==> src/rtl/winner_banner_overlay.sv <==
// winner_banner_overlay
// Overlays the end-of-game banner "PLAYER n WINS" (5x5-block font) on the
// incoming VGA pixel stream. Two pipeline stages: S1 decodes the pixel
// coordinate into banner cell/glyph position, S2 looks up the font and muxes
// the output colour. All timing signals are delayed by the same two cycles.
//
// Ports
//   pclk, rst                  pixel clock, synchronous active-high reset
//   hcount_in, vcount_in       pixel coordinate of the incoming pixel
//   hsync_in .. vblnk_in       timing from the previous stage
//   rgb_in                     background pixel
//   show                       level request to display the banner
//   winner                     0-based winner index (digit shown = winner+1)
//   hsync_out .. vblnk_out     timing delayed by 2 cycles
//   rgb_out                    composited pixel aligned with delayed timing
//
// state | meaning
// ------+------------------------------------------------------------
// IDLE  | banner not requested, stream passes through
// ON    | banner drawn this frame
// OFF   | banner requested but in the dark half of a blink period
module winner_banner_overlay #(
  parameter int          SQUARE_LOG2  = 3,
  parameter int          ORIGIN_H     = 204,
  parameter int          ORIGIN_V     = 364,
  parameter int          PLAYER_W     = 1,
  parameter logic [11:0] FG_COLOR     = 12'hFFF,
  parameter logic [11:0] BG_COLOR     = 12'h000,
  parameter bit          TRANSPARENT  = 1'b1,
  parameter int          BLINK_FRAMES = 0
) (
  input  logic                pclk,
  input  logic                rst,
  input  logic [10:0]         hcount_in,
  input  logic [10:0]         vcount_in,
  input  logic                hsync_in,
  input  logic                vsync_in,
  input  logic                hblnk_in,
  input  logic                vblnk_in,
  input  logic [11:0]         rgb_in,
  input  logic                show,
  input  logic [PLAYER_W-1:0] winner,
  output logic                hsync_out,
  output logic                vsync_out,
  output logic                hblnk_out,
  output logic                vblnk_out,
  output logic [11:0]         rgb_out
);

  localparam int BOX_COLS = 77;  // 13 cells * 6 blocks, minus trailing gap
  localparam int BOX_ROWS = 5;
  localparam int CNT_W    = (BLINK_FRAMES > 1) ? $clog2(BLINK_FRAMES + 1) : 1;

  typedef enum logic [1:0] {IDLE, ON, OFF} state_t;

  state_t              state;
  logic [PLAYER_W-1:0] winner_lat;
  logic [CNT_W-1:0]    frame_cnt;
  logic                vblnk_prev;
  logic                frame_start;

  // Font: row 0 in bits [24:20], leftmost column is the MSB of each row.
  // Codes: 0 space, 1..9 digits, 10..19 = P L A Y E R W I N S.
  function automatic logic [24:0] font(input logic [4:0] code);
    case (code)
      5'd1:  font = {5'b11000, 5'b01000, 5'b01000, 5'b01000, 5'b11100};
      5'd2:  font = {5'b11110, 5'b00001, 5'b01110, 5'b10000, 5'b11111};
      5'd3:  font = {5'b11110, 5'b00001, 5'b01110, 5'b00001, 5'b11110};
      5'd4:  font = {5'b10010, 5'b10010, 5'b11111, 5'b00010, 5'b00010};
      5'd5:  font = {5'b11111, 5'b10000, 5'b11110, 5'b00001, 5'b11110};
      5'd6:  font = {5'b01110, 5'b10000, 5'b11110, 5'b10001, 5'b01110};
      5'd7:  font = {5'b11111, 5'b00001, 5'b00010, 5'b00100, 5'b00100};
      5'd8:  font = {5'b01110, 5'b10001, 5'b01110, 5'b10001, 5'b01110};
      5'd9:  font = {5'b01110, 5'b10001, 5'b01111, 5'b00001, 5'b01110};
      5'd10: font = {5'b11110, 5'b10001, 5'b11110, 5'b10000, 5'b10000};
      5'd11: font = {5'b10000, 5'b10000, 5'b10000, 5'b10000, 5'b11111};
      5'd12: font = {5'b01110, 5'b10001, 5'b11111, 5'b10001, 5'b10001};
      5'd13: font = {5'b10001, 5'b01010, 5'b00100, 5'b00100, 5'b00100};
      5'd14: font = {5'b11111, 5'b10000, 5'b11110, 5'b10000, 5'b11111};
      5'd15: font = {5'b11110, 5'b10001, 5'b11110, 5'b10100, 5'b10010};
      5'd16: font = {5'b10001, 5'b10001, 5'b10101, 5'b10101, 5'b01010};
      5'd17: font = {5'b11111, 5'b00100, 5'b00100, 5'b00100, 5'b11111};
      5'd18: font = {5'b10001, 5'b11001, 5'b10101, 5'b10011, 5'b10001};
      5'd19: font = {5'b01111, 5'b10000, 5'b01110, 5'b00001, 5'b11110};
      default: font = '0;
    endcase
  endfunction

  // ---------------- S1: coordinate decode ----------------
  // Unsigned subtraction: pixels left of / above the origin wrap to huge
  // block indices and therefore fall outside the box compare.
  logic [10:0] dh, dv, block_col, block_row;
  logic        in_box_d;

  always_comb begin
    dh        = hcount_in - 11'(ORIGIN_H);
    dv        = vcount_in - 11'(ORIGIN_V);
    block_col = dh >> SQUARE_LOG2;
    block_row = dv >> SQUARE_LOG2;
    in_box_d  = (block_col < 11'(BOX_COLS)) && (block_row < 11'(BOX_ROWS));
  end

  logic        in_box_s1;
  logic [3:0]  char_s1;
  logic [2:0]  col_s1;
  logic [2:0]  row_s1;
  logic        hsync_s1, vsync_s1, hblnk_s1, vblnk_s1;
  logic [11:0] rgb_s1;

  always_ff @(posedge pclk) begin
    if (rst) begin
      in_box_s1 <= 1'b0;
      char_s1   <= '0;
      col_s1    <= '0;
      row_s1    <= '0;
      hsync_s1  <= 1'b0;
      vsync_s1  <= 1'b0;
      hblnk_s1  <= 1'b0;
      vblnk_s1  <= 1'b0;
      rgb_s1    <= '0;
    end else begin
      in_box_s1 <= in_box_d;
      // Only meaningful inside the box (block_col < 77 fits in 7 bits).
      char_s1   <= 4'(block_col[6:0] / 7'd6);
      col_s1    <= 3'(block_col[6:0] % 7'd6);
      row_s1    <= 3'(block_row);
      hsync_s1  <= hsync_in;
      vsync_s1  <= vsync_in;
      hblnk_s1  <= hblnk_in;
      vblnk_s1  <= vblnk_in;
      rgb_s1    <= rgb_in;
    end
  end

  // ---------------- frame-synchronous control ----------------
  assign frame_start = vblnk_in & ~vblnk_prev;

  always_ff @(posedge pclk) begin
    if (rst) begin
      state      <= IDLE;
      winner_lat <= '0;
      frame_cnt  <= '0;
      vblnk_prev <= 1'b0;
    end else begin
      vblnk_prev <= vblnk_in;
      if (frame_start) begin
        case (state)
          IDLE: begin
            if (show) begin
              state      <= ON;
              winner_lat <= winner;
              frame_cnt  <= '0;
            end
          end
          default: begin
            if (!show) begin
              state <= IDLE;
            end else if (BLINK_FRAMES > 0) begin
              if (32'(frame_cnt) + 32'd1 == 32'(BLINK_FRAMES)) begin
                state     <= (state == ON) ? OFF : ON;
                frame_cnt <= '0;
              end else begin
                frame_cnt <= frame_cnt + CNT_W'(1);
              end
            end
          end
        endcase
      end
    end
  end

  // ---------------- S2: font lookup + mux ----------------
  logic [4:0]  char_code;
  logic [24:0] glyph;
  logic [4:0]  row_bits;
  logic [7:0]  row_pad;
  logic        glyph_on;

  always_comb begin
    case (char_s1)
      4'd0:    char_code = 5'd10;
      4'd1:    char_code = 5'd11;
      4'd2:    char_code = 5'd12;
      4'd3:    char_code = 5'd13;
      4'd4:    char_code = 5'd14;
      4'd5:    char_code = 5'd15;
      4'd7:    char_code = 5'(winner_lat) + 5'd1;
      4'd9:    char_code = 5'd16;
      4'd10:   char_code = 5'd17;
      4'd11:   char_code = 5'd18;
      4'd12:   char_code = 5'd19;
      default: char_code = 5'd0;
    endcase
    glyph = font(char_code);
    case (row_s1)
      3'd0:    row_bits = glyph[24:20];
      3'd1:    row_bits = glyph[19:15];
      3'd2:    row_bits = glyph[14:10];
      3'd3:    row_bits = glyph[9:5];
      3'd4:    row_bits = glyph[4:0];
      default: row_bits = '0;
    endcase
    // Glyph column 5 lands on the zero pad bit, which draws the inter-cell gap.
    row_pad  = {2'b00, row_bits, 1'b0};
    glyph_on = in_box_s1 && row_pad[3'd5 - col_s1];
  end

  always_ff @(posedge pclk) begin
    if (rst) begin
      hsync_out <= 1'b0;
      vsync_out <= 1'b0;
      hblnk_out <= 1'b0;
      vblnk_out <= 1'b0;
      rgb_out   <= '0;
    end else begin
      hsync_out <= hsync_s1;
      vsync_out <= vsync_s1;
      hblnk_out <= hblnk_s1;
      vblnk_out <= vblnk_s1;
      if (hblnk_s1 || vblnk_s1)
        rgb_out <= 12'h000;
      else if (state == ON && glyph_on)
        rgb_out <= FG_COLOR;
      else if (state == ON && in_box_s1 && !TRANSPARENT)
        rgb_out <= BG_COLOR;
      else
        rgb_out <= rgb_s1;
    end
  end

endmodule

==> config.mk <==
export PLATFORM = sky130hd
export DESIGN_NAME = winner_banner_overlay
export DESIGN_NICKNAME = d
export VERILOG_FILES = /design/src/rtl/winner_banner_overlay.sv
export SDC_FILE = /design/constraint.sdc
export NUM_CORES = 1
export LEC_CHECK = 0
export ABC_AREA = 1
export BUFFER_PORTS_ARGS = -buffer_cell sky130_fd_sc_hd__buf_2
export CAP_MARGIN = 0
export CORE_AREA = 2 2 91 93
export CTS_BUF_LIST = sky130_fd_sc_hd__clkbuf_8
export CTS_CLUSTER_DIAMETER = 120
export DETAILED_ROUTE_END_ITERATION = 10
export DIE_AREA = 0 0 93 95
export PLACE_DENSITY_LB_ADDON = 0.15
export SLEW_MARGIN = 20
export SYNTH_ARGS = -nofsm -noshare
export SYNTH_HDL_FRONTEND = slang
export SYNTH_SLANG_ARGS = --single-unit
==> constraint.sdc <==
create_clock -name pclk -period 4.9 [get_ports pclk]
set_input_delay 0.49 -clock pclk [delete_from_list [all_inputs] [get_ports pclk]]
set_output_delay 0.49 -clock pclk [all_outputs]
set_load 0.02 [all_outputs]
==> flow_metrics.env <==
export IMPL_status="complete, no violations"
export IMPL_cpMostUsedCell="nand2_1"
export IMPL_yosysSeqAreaShare=0.333
export IMPL_worstPathMaxFanout=12
export IMPL_mostFrequentLayoutCells="75 x nand2_1, 69 x inv_1, 53 x buf_2, 47 x nor2_1, 45 x dfxtp_1"
export IMPL_fp_dieW_um=93
export IMPL_io_pins=58
export IMPL_fin_tns_setup_ns=0
export IMPL_portBuffers=53
export IMPL_max_stage_delay_ns=0.48
export IMPL_period_share=0.605
export IMPL_setup_viol=0
export IMPL_synth_compound_area_frac=0.141
export IMPL_setup_slack_ns=1.93
export IMPL_maxSlewHeadroom=0.446
export IMPL_r2r_end="rgb_out[1]"
export IMPL_grt_overflow=0
export IMPL_final_common_cell="nand2_1"
export IMPL_synth_simple_area_share=0.338
export IMPL_synth_xor_area_frac=0.0130
export IMPL_dp_hpwl_um=4760
export IMPL_clock_latency_ns=0.28
export IMPL_fin_skew_ns=0.00654
export IMPL_critPathLaunchType="flop"
export IMPL_critPathKind="reg2reg"
export IMPL_reg2reg_depth=18
export IMPL_nets=507
export IMPL_ys_ff_latch=45
export IMPL_drc=0
export IMPL_drive_gt1_frac=0.240
export IMPL_vias=2559
export IMPL_antenna_left=0
export IMPL_synthMuxAreaShare=0
export IMPL_reg2reg_from="char_s1[1]"
export IMPL_grt_pass1_vias=2251
export IMPL_cts_root_buffer="clkbuf_8"
export IMPL_pre_cts_ws_ns=1.97
export IMPL_final_min_clock_period_ns=2.97
export IMPL_synth_ff_type="dfxtp_1"
export IMPL_ys_warn_count=0
export IMPL_area_growth_pct=16.8
export IMPL_cap_violations=0
export IMPL_cts_setup_buffers=0
export IMPL_worstPathRequired_ns=5.04
export IMPL_synth_top_family_by_area="simple AND/OR/NAND/NOR gates"
export IMPL_regArea_um2=901
export IMPL_ys_types=40
export IMPL_synth_area_mm2=0.00271
export IMPL_cts_buffers=5
export IMPL_rsz0062_at_grt="false"
export IMPL_synth_edf_count=0
export IMPL_min_path_cells=3
export IMPL_cts_resized_gates=0
export IMPL_netlist_instances=402
export IMPL_clkTransAtPathRegs_ns=0.08
export IMPL_final_max_slew_viol_count=0
export IMPL_wl_um=5850
export IMPL_peakVddDrop_v=0.000117
export IMPL_cts_hold_buf=0
export IMPL_grt_pass1_wl_um=9690
export IMPL_hold_violations=0
export IMPL_crit_arrival_ns=3.10
export IMPL_fill_cells=886
export IMPL_multi_input_area_mm2=0.00146
export IMPL_cts_tree="done"
export IMPL_fp_dieH_um=95
export IMPL_worstHoldEndpoint="hblnk_s1"
export IMPL_synth_async_reset_ratio=0
export IMPL_grt_max_degree=30
export IMPL_path_cells="inv_2, nand2_1, nand2_1, nor3_1, nand2_1, inv_1, ha_1, inv_1, nor2_4, nor2_1, o21ai_0, nand2_1, nor2_1, a21oi_1, nand2_1, nand2_1, nand2_2, a21oi_1"
export IMPL_cp_slowest_cell="dfxtp_1"
export IMPL_worst_slew_pin_slew_ns=0.828
export IMPL_drt_iter0_markers=116
export IMPL_max_freq_ghz=0.337
export IMPL_antenna_cells=0
export IMPL_track_usage=0.133
export IMPL_clockBufferDepth=2
export IMPL_reg2reg_slack_ns=1.93
export IMPL_syn_avg_cell_area_um2=6.73
export IMPL_hold_path_startpoint="hblnk_in"
export IMPL_antenna_found_initial=0
export IMPL_cellLeakagePower_nw=1.65
export IMPL_design_die_area_mm2=0.00884
export IMPL_cts_sinks=45
export IMPL_num_rows=33
export IMPL_end_kind="flop"
export IMPL_powerDensity_mw_per_mm2=312
export IMPL_vias_per_cell=4.57
export IMPL_wire_per_inst_um=10.5
export IMPL_syn_num_nets=454
export IMPL_hold_class="in2reg"
export IMPL_globalplace_congestion=0.872
export IMPL_fin_cells=560
export IMPL_initial_core_util=0.341
export IMPL_htree_levels=2
export IMPL_core_area_mm2=0.00793
export IMPL_firstDrtPassIters=4
export IMPL_synthAdderAreaFrac=0.0463
export IMPL_place_inst=553
layout make-up:
type	instances	share of cell area
tap	105	0.0416
clock inverter	2	0.0111
sequential	45	0.285
clock buffer	5	0.0218
inverter	80	0.0958
multi-input combinational	270	0.461
timing repair buffer	53	0.0839
cell usage after synthesis (2+ instances only):
library cell	instances	share of area
a21oi_1	22	0.041
a21oi_2	11	0.036
buf_1	2	0.0028
buf_6	2	0.0083
clkbuf_1	2	0.0028
dfxtp_1	45	0.33
ha_1	10	0.046
inv_1	69	0.096
inv_2	9	0.012
nand2_1	75	0.10
nand2_2	10	0.023
nand3_1	31	0.057
nand3_2	2	0.0074
nand4_1	4	0.0092
nor2_1	47	0.065
nor2_2	6	0.014
nor2_4	5	0.021
nor3_1	7	0.013
o21ai_0	11	0.020
o21ai_1	9	0.017
o21bai_1	2	0.0055
xor2_1	3	0.0097
report_power, final:
group | internal [mW] | switching, mW
clock network | 0.148 | 0.111
logic | 0.112 | 0.212
registers | 0.389 | 0.0141
how the worst max path moves through the flow:
stage,from,endpoint,cells after the start
after floorplan,hcount_in[2],col_s1[2],19
after global placement,char_s1[1],rgb_out[1],18
after detailed placement,char_s1[2],rgb_out[1],18
after CTS,char_s1[1],rgb_out[1],18
after global routing,char_s1[0],rgb_out[1],19
final,char_s1[1],rgb_out[1],18
critical path, delay by kind of cell (launching register included):
kind / cells / cell delay [ns]
fa+ha+maj: 1 / 0.21
compound gates: 3 / 0.38
buf+inv: 3 / 0.33
simple gates: 11 / 1.43
flops: 1 / 0.48
state kept, by name, summed over array words and instances, names as in the netlist:
register    cells
char_s1         4
col_s1          3
hblnk_out       1
hblnk_s1        1
hsync_out       1
hsync_s1        1
in_box_s1       1
rgb_out        12
rgb_s1         12
row_s1          3
state           1
vblnk_out       1
vblnk_prev      1
vsync_out       1
vsync_s1        1
winner_lat      1
logic make-up (layout without fill, tap and decap cells):
group                    after synthesis  after routing
AO/OA/AOI/OAI                         62             62
XOR/XNOR                               4              4
adder cells (fa/ha/maj)               10             10
buffers and inverters                 87            140
flip-flops                            45             45
AND/OR/NAND/NOR                      194            194
per-stage QoR:
step                utilization  area, um^2  power (mW)  hold slack [ns]
detailed placement        0.386        3060       0.733            0.395
floorplan                     -        2710       0.658            0.388
CTS                       0.399        3160       0.996            0.387
global placement          0.386        3060       0.733            0.394
global route              0.399        3160        1.06            0.389
finish                    0.399        3160       0.986            0.399
routing by layer:
layer	part of all wire	vias to the layer above	GRT usage
met1	0.48	1134	0.174
met5	0	-	0
met4	0.0094	0	0.0392
li1	-	1368	-
met3	0.033	6	0.0192
met2	0.47	51	0.229
No activity file was read; power rests on OpenSTA's default activity.
